**src/rtl/pong_ctrl.sv**
```systemverilog
// pong_ctrl: game-flow FSM (IDLE/NEWBALL/PLAY/OVER) with per-player BCD scores; optional rally counter under PONG_CTRL_RALLY_EN.
// Latency: state/scores update on the edge an event is sampled; graph_still/game_over follow state one cycle later. No backpressure: events are level inputs, sampled every cycle.
module pong_ctrl #(
  parameter int         WAIT_FRAMES = 120,
  parameter logic [7:0] WIN_SCORE   = 8'h09
) (
  input  logic       clk,
  input  logic       reset_n,
  input  logic       frame_tick,
  input  logic       btn_start,
  input  logic       hit_left,
  input  logic       hit_right,
  input  logic       miss,
  output logic       graph_still,
  output logic       game_over,
  output logic       winner,
  output logic [1:0] state,
  output logic [7:0] score_left,
  output logic [7:0] score_right,
  output logic [7:0] rally
);

  localparam int TW = (WAIT_FRAMES < 2) ? 1 : $clog2(WAIT_FRAMES + 1);
  localparam logic [TW-1:0] TIMER_LOAD = TW'(WAIT_FRAMES);
  localparam logic [TW-1:0] TIMER_ONE  = TW'(1);

  typedef enum logic [1:0] {
    ST_IDLE    = 2'b00,
    ST_NEWBALL = 2'b01,
    ST_PLAY    = 2'b10,
    ST_OVER    = 2'b11
  } state_t;

  localparam logic SIDE_LEFT  = 1'b0;
  localparam logic SIDE_RIGHT = 1'b1;

  state_t         state_q, state_d;
  logic [TW-1:0]  timer_q, timer_d;
  logic [7:0]     score_l_q, score_l_d;
  logic [7:0]     score_r_q, score_r_d;
  logic           last_hit_q, last_hit_d;
  logic           winner_q, winner_d;
  logic           btn_prev_q;
  logic           graph_still_q;
  logic           game_over_q;
  logic           start_rise;
  logic [7:0]     new_score;

  function automatic logic [7:0] bcd_inc(input logic [7:0] v);
    logic [7:0] r;
    r = v;
    if (v == 8'h99)
      r = v;
    else if (v[3:0] >= 4'd9)
      r = {v[7:4] + 4'd1, 4'd0};
    else
      r = {v[7:4], v[3:0] + 4'd1};
    return r;
  endfunction

  assign start_rise = btn_start & ~btn_prev_q;
  assign new_score  = bcd_inc((last_hit_q == SIDE_RIGHT) ? score_r_q : score_l_q);

  always_comb begin
    state_d    = state_q;
    timer_d    = timer_q;
    score_l_d  = score_l_q;
    score_r_d  = score_r_q;
    last_hit_d = last_hit_q;
    winner_d   = winner_q;
    case (state_q)
      ST_IDLE: begin
        if (start_rise) begin
          score_l_d  = 8'h00;
          score_r_d  = 8'h00;
          timer_d    = TIMER_LOAD;
          last_hit_d = SIDE_LEFT;
          state_d    = ST_NEWBALL;
        end
      end
      ST_NEWBALL: begin
        if (frame_tick) begin
          if (timer_q <= TIMER_ONE) begin
            timer_d = '0;
            state_d = ST_PLAY;
          end else begin
            timer_d = timer_q - TIMER_ONE;
          end
        end
      end
      ST_PLAY: begin
        // A miss takes priority; a hit in the same cycle must not re-attribute it.
        if (miss) begin
          if (last_hit_q == SIDE_RIGHT)
            score_r_d = new_score;
          else
            score_l_d = new_score;
          timer_d = TIMER_LOAD;
          if (new_score == WIN_SCORE) begin
            winner_d = last_hit_q;
            state_d  = ST_OVER;
          end else begin
            last_hit_d = SIDE_LEFT;
            state_d    = ST_NEWBALL;
          end
        end else if (hit_left) begin
          last_hit_d = SIDE_LEFT;
        end else if (hit_right) begin
          last_hit_d = SIDE_RIGHT;
        end
      end
      ST_OVER: begin
        if (frame_tick) begin
          if (timer_q <= TIMER_ONE) begin
            timer_d = '0;
            state_d = ST_IDLE;
          end else begin
            timer_d = timer_q - TIMER_ONE;
          end
        end
      end
      default: state_d = ST_IDLE;
    endcase
  end

  always_ff @(posedge clk or negedge reset_n) begin
    if (!reset_n) begin
      state_q       <= ST_IDLE;
      timer_q       <= '0;
      score_l_q     <= 8'h00;
      score_r_q     <= 8'h00;
      last_hit_q    <= SIDE_LEFT;
      winner_q      <= 1'b0;
      btn_prev_q    <= 1'b1;
      graph_still_q <= 1'b1;
      game_over_q   <= 1'b0;
    end else begin
      state_q       <= state_d;
      timer_q       <= timer_d;
      score_l_q     <= score_l_d;
      score_r_q     <= score_r_d;
      last_hit_q    <= last_hit_d;
      winner_q      <= winner_d;
      btn_prev_q    <= btn_start;
      graph_still_q <= (state_q != ST_PLAY);
      game_over_q   <= (state_q == ST_OVER);
    end
  end

  assign graph_still = graph_still_q;
  assign game_over   = game_over_q;
  assign winner      = winner_q;
  assign state       = state_q;
  assign score_left  = score_l_q;
  assign score_right = score_r_q;

`ifdef PONG_CTRL_RALLY_EN
  logic       hit_prev_q;
  logic [7:0] rally_q;
  logic       hit_any;

  assign hit_any = hit_left | hit_right;

  always_ff @(posedge clk or negedge reset_n) begin
    if (!reset_n) begin
      hit_prev_q <= 1'b0;
      rally_q    <= 8'h00;
    end else begin
      hit_prev_q <= hit_any;
      if (state_q != ST_PLAY && state_d == ST_PLAY)
        rally_q <= 8'h00;
      else if (state_q == ST_PLAY && hit_any && !hit_prev_q && rally_q != 8'hFF)
        rally_q <= rally_q + 8'd1;
    end
  end

  assign rally = rally_q;
`else
  assign rally = 8'h00;
`endif

endmodule

```
**config.mk**
```make
export PLATFORM = sky130hd
export DESIGN_NAME = pong_ctrl
export DESIGN_NICKNAME = d
export VERILOG_FILES = /design/src/rtl/pong_ctrl.sv
export SDC_FILE = /design/constraint.sdc
export NUM_CORES = 1
export LEC_CHECK = 0
export ABC_CLOCK_PERIOD_IN_PS = 2900
export BUFFER_PORTS_ARGS = -buffer_cell sky130_fd_sc_hd__buf_4
export CORE_AREA = 3 3 70 72
export CTS_CLUSTER_DIAMETER = 120
export DETAILED_ROUTE_END_ITERATION = 6
export DIE_AREA = 0 0 73 75
export HOLD_SLACK_MARGIN = 0.12
export PLACE_DENSITY = 0.68
export SKIP_CTS_REPAIR_TIMING = 1
export SLEW_MARGIN = 15
export SYNTH_ARGS = -nofsm -noshare
export SYNTH_HDL_FRONTEND = slang
export SYNTH_SLANG_ARGS = --single-unit
```
**constraint.sdc**
```tcl
create_clock -name clk -period 2.9 [get_ports clk]
set_input_delay 0.29 -clock clk [delete_from_list [all_inputs] [get_ports clk]]
set_output_delay 0.29 -clock clk [all_outputs]
set_load 0.005 [all_outputs]
```
## Yosys cells after proc, flatten, opt, wreduce, memory -nomap -nowiden

Index checks and enable logic that the tools add are counted.

- Logic and storage cells: 71
- Output and inout bits: 29
- Bits in registers: 30
- Input port bits: 7

- Equality and inequality tests: 17
- Bitwise logic cells: 2
- Reduce and logical (&&, ||, !) cells: 9
- Multiplexer cells: 29
- Add/sub/neg operators: 3
- Magnitude comparators: 2

Operator list:

| operator | number |
|---|---|
| 8-bit two-way mux | 8 |
| 8-bit case mux with 2 select lines | 2 |
| 7-bit two-way mux | 4 |
| 7-bit case mux with 3 select lines | 1 |
| 2-bit inequality test, second input constant | 9 |
| 2-bit two-way mux | 7 |
| 4-bit AND reduction | 3 |
| 4-bit by 1-bit adder with 4-bit output, second input constant | 2 |
| 8-bit by 4-bit equality test with 1-bit output, second input constant | 1 |
| 8-bit equality test, second input constant | 1 |
| 2-bit case mux with 4 select lines | 1 |
| 7-bit by 1-bit less-or-equal comparator with 1-bit output, second input constant | 1 |
| 7-bit by 1-bit subtractor with 7-bit output, second input constant | 1 |
| 3-bit AND reduction | 2 |
| 6-bit AND reduction | 1 |
| 1-bit two-way mux | 5 |
| 2-bit equality test, second input constant | 2 |
| 4-bit >= comparator, second input constant | 1 |
| 4-bit inequality test, second input constant | 1 |
| 3-bit inequality test, second input constant | 1 |
| 2-bit by 1-bit equality test with 1-bit output, second input constant | 1 |
| 2-bit logical NOT | 1 |
| 2-bit by 1-bit inequality test with 1-bit output, second input constant | 1 |
| 1-bit case mux with 2 select lines | 1 |
| 4 further kinds | 4 |

## Longest topological paths before layout

- Depth in word-level cells: 8
- Mapped depth: 11
- Mapped depth without buffers: 10

## Worst setup path before layout

OpenSTA, ideal clock, no wires.

- Path type: reg-to-reg
- Start point: register last_hit_q
- End point: register winner_q (netlist: winner)
- Path buffers: 2
- Slack: 0.109 ns
- Arrival: 2.666 ns
- Data required time: 2.775 ns
- Period minus slack after synthesis: 2.791 ns
- Library setup time: 0.125 ns
- Cell stages (with the launch flop): 12
- Path through: dfrtp_1 -> buf_6 -> buf_2 -> mux2i_1 -> inv_1 -> ha_1 -> xnor2_1 -> a32o_1 -> nand3_1 -> and3_1 -> or4b_4 -> mux2_4

- Longest elaborated chain between the ends: 6
- Elaborated cells between the ends (all ways): 9
- Classes of those cells: add/sub: 2; order compare: 1; eq/ne: 2; mux: 3; reduce/logical: 1

RTL lines:

| item | RTL line | source |
|---|---|---|
| from (decl) | 41 | `logic last_hit_q, last_hit_d;` |
| from (signal assigned) | 142 | `last_hit_q <= last_hit_d;` |
| 8-bit two-way mux | 62 | `assign new_score = bcd_inc((last_hit_q == SIDE_RIGHT) ? score_r_q : score_l_q);` |
| 4-bit by 1-bit adder with 4-bit output, or another cell as far along | 57 | `r = {v[7:4], v[3:0] + 4'd1};` |
| 8-bit two-way mux | 54 | `else if (v[3:0] >= 4'd9)` |
| 8-bit two-way mux | 52 | `if (v == 8'h99)` |
| 8-bit by 4-bit equality test with 1-bit output | 99 | `if (new_score == WIN_SCORE) begin` |
| 3-bit AND reduction (no line) | -- |  |
| to (signal assigned) | 143 | `winner_q <= winner_d;` |
| to (decl) | 42 | `logic winner_q, winner_d;` |

Parallel ways exist; a longest one is shown, timed or not.
A chain may end at the register's enable or synchronous reset.

## Worst setup path in the final report

Ends and elaborated chain as after synthesis.

==> flow_summary.yaml <==
run_status:
  outcome: "finished, final reports clean"
clock_tree:
  worstSkewPairLatency_ns: 0.29
  cts_root_buf: "clkbuf_8"
  clockBufferDepth: 2
  htree_levels: 2
  numCtsBuffers: 5
  clkTransAtPathRegs_ns: 0.06
  cts_tree: "done"
  cts.sinks: 30
power_and_ir_drop:
  power_density_nw_per_um2: 1050
  leakagePower_uw: 0.00105
  peakVddDrop_mv: 0.445
placement:
  gp_congestion: 0.893
  dp_cells: 285
  port_buffers: 27
  hpwl_mm: 3.13
detailed_routing:
  ant_nets: 0
  via_count: 1635
  dr.pass1.iters: 4
  wl_per_cell_um: 15.0
  wirelength_mm: 4.43
  wl_met3_um: 199
  top_layer: "met4"
  drt-initial-drc-count: 108
  wl_met1_mm: 1.97
  drcViolationCount: 0
  via_per_inst: 5.54
  dr_wl_met2_mm: 2.22
cells_and_area:
  n_antenna_cell: 0
  drive_gt1_frac: 0.202
  areaGrowthSynthToFinish_pct: 17.1
  final_cells: 295
  nNetsFinal: 256
critical_path:
  end_kind: "flip-flop"
  cp-start-kind: "flip-flop"
  worstPathRequired_ns: 3.08
  crit_fanout: 10
  path_class: "reg2reg"
  arrival_ns: 2.90
timing:
  rsz0062_at_grt: "no"
  finalSetupViolCount: 0
  finalHoldViolations: 0
  slew_violations: 0
  max_slew_margin: 0.599
  tightest_slew_ns: 0.602
  tns_ns: 0
  fmax_mhz: 368
  skew_ns: 0.00546
  fin_crit_sh: 0.938
  finalCriticalPeriod_ns: 2.72
synthesis:
  synth_edf_count: 0
  synth-async-reset-ratio: 1.00
  yosys_most_used_dff: "dfrtp_1"
  syn_inst: 213
  ys_top_cells_by_area: "dfrtp_1, nand2_1, o21ai_0"
  ys_seq_elements: 30
  synth_area_um2: 1930
  yosysWarnings: 0
  ys_types: 53
  avgSynthCellArea_um2: 9.06
  synthDominantCellAreaShare: 0.363
  yosysMostFrequentCell: "nand2_1"
  synth_area_leader_cell: "dfrtp_1"
  yosysSeqAreaShare: 0.390
  netlist_top_cells_count: "nand2_1, dfrtp_1, o21ai_0, inv_1, nor2_1"
floorplan:
  start_util: 0.443
  die-area_um2: 5480
  pin_count: 36
  die_h_um: 75
  core_area_um2: 4350
  die_w_um: 73
  rows: 24
grt:
  grt_pass1_vias: 1529
  antenna_found_initial: 0
  grt_pass1_wl_mm: 7.11
  grt-ovfl-total: 0
  grt_max_degree: 31
  track_usage: 0.166
hold_path:
  holdCritPathClass: "in2reg"
flow_run:
  maxCapViolCount: 0
## placed cells by master, fill, tap and decap left out, types with 2 or more instances in the layout
master	Yosys	routed
o31ai_1	7	7
xor2_1	2	2
a21o_1	2	2
mux2i_1	6	6
buf_4	8	31
and3b_1	2	2
nor3_1	6	6
conb_1	1	8
o21ai_0	19	19
dfstp_2	2	2
xnor2_1	4	4
nor2_1	11	11
ha_1	7	7
nand2_1	29	29
dfrtp_1	28	27
o22ai_1	2	2
or3_1	2	2
and2_1	3	3
a31oi_1	4	4
and3_1	3	3
dlygate4sd3_1	0	2
a32o_1	2	2
a21oi_1	6	6
clkbuf_8	0	6
inv_1	11	11
nand3_1	7	7
a21boi_0	2	2
o211ai_1	2	2
nand2b_1	2	2
## routing by layer
metal,GRT usage,vias to the layer above
met3,0.0507,6
met5,0,-
met4,0.0533,0
met2,0.277,38
li1,-,798
met1,0.207,793
## critical path: stages (launching register included)
cell	delay [ns]
dfrtp_2	0.48
nand2b_1	0.18
nand2_1	0.16
inv_1	0.09
ha_1	0.25
a31o_4	0.28
a22oi_4	0.22
nand3_1	0.12
or4b_4	0.51
mux2_4	0.31
## cells by family (layout without fill, tap and decap cells)
kind of cell,count (synthesis),after routing,synth area share
xor gates and xnor gates,6,6,0.0272
other,1,8,0.00194
buffers and inverters,29,52,0.0765
muxes,9,9,0.0564
DFF,30,30,0.390
AOI/OAI and AO/OA,60,60,0.220
adders and majority gates,7,7,0.0454
and+or+nand+nor,71,71,0.182
## sequential cells by signal, indices dropped and copies added (netlist names)
name         count
btn_prev_q       1
game_over        1
graph_still      1
last_hit_q       1
score_left       8
score_right      8
state            2
timer_q          7
winner           1
## path summary, 6_finish.rpt
check,end,slack [ns],from,depth (start not counted)
worst min register to register,timer_q[3],0.51,timer_q[3],2
min in group asynchronous,score_right[6],0.46,reset_n,2
worst max-delay path,winner,0.18,last_hit_q,9
worst min-delay path,state[0],0.21,frame_tick,2
worst max register to register,winner,0.18,last_hit_q,9
max in group asynchronous,btn_prev_q,2.11,reset_n,2
## area by class of cell
| type | count | area [um^2] |
|---|---|---|
| multi-input combinational | 161 | 1050 |
| inverter | 11 | 41.3 |
| sequential | 30 | 754 |
| fill | 411 | 2090 |
| clock inverter | 1 | 5.00 |
| timing repair buffer | 33 | 253 |
| tap | 52 | 65.1 |
| clock buffer | 7 | 86.3 |
## where the power goes
group,total (uW),internal [uW],leakage [uW],switching (uW)
Sequential,825,594,0.000362,231
Combinational,1190,582,0.000639,608
Clock,351,191,0.0000482,160
## stage by stage
stage          instance area (um^2)  utilization  worst slack (ns)  hold WS [ns]  power, uW
2_1_floorplan                  1960            -             0.109      -0.00559       1610
3_3_place_gp                   2150        0.493             0.195         0.240       1990
3_5_place_dp                   2150        0.493             0.148         0.246       2000
4_1_cts                        2240        0.514             0.121       -0.0636       2370
5_1_grt                        2260        0.519            0.0340         0.228       2550
6_report                       2260        0.519             0.181         0.209       2370
No activity file was read; power rests on OpenSTA's default activity.
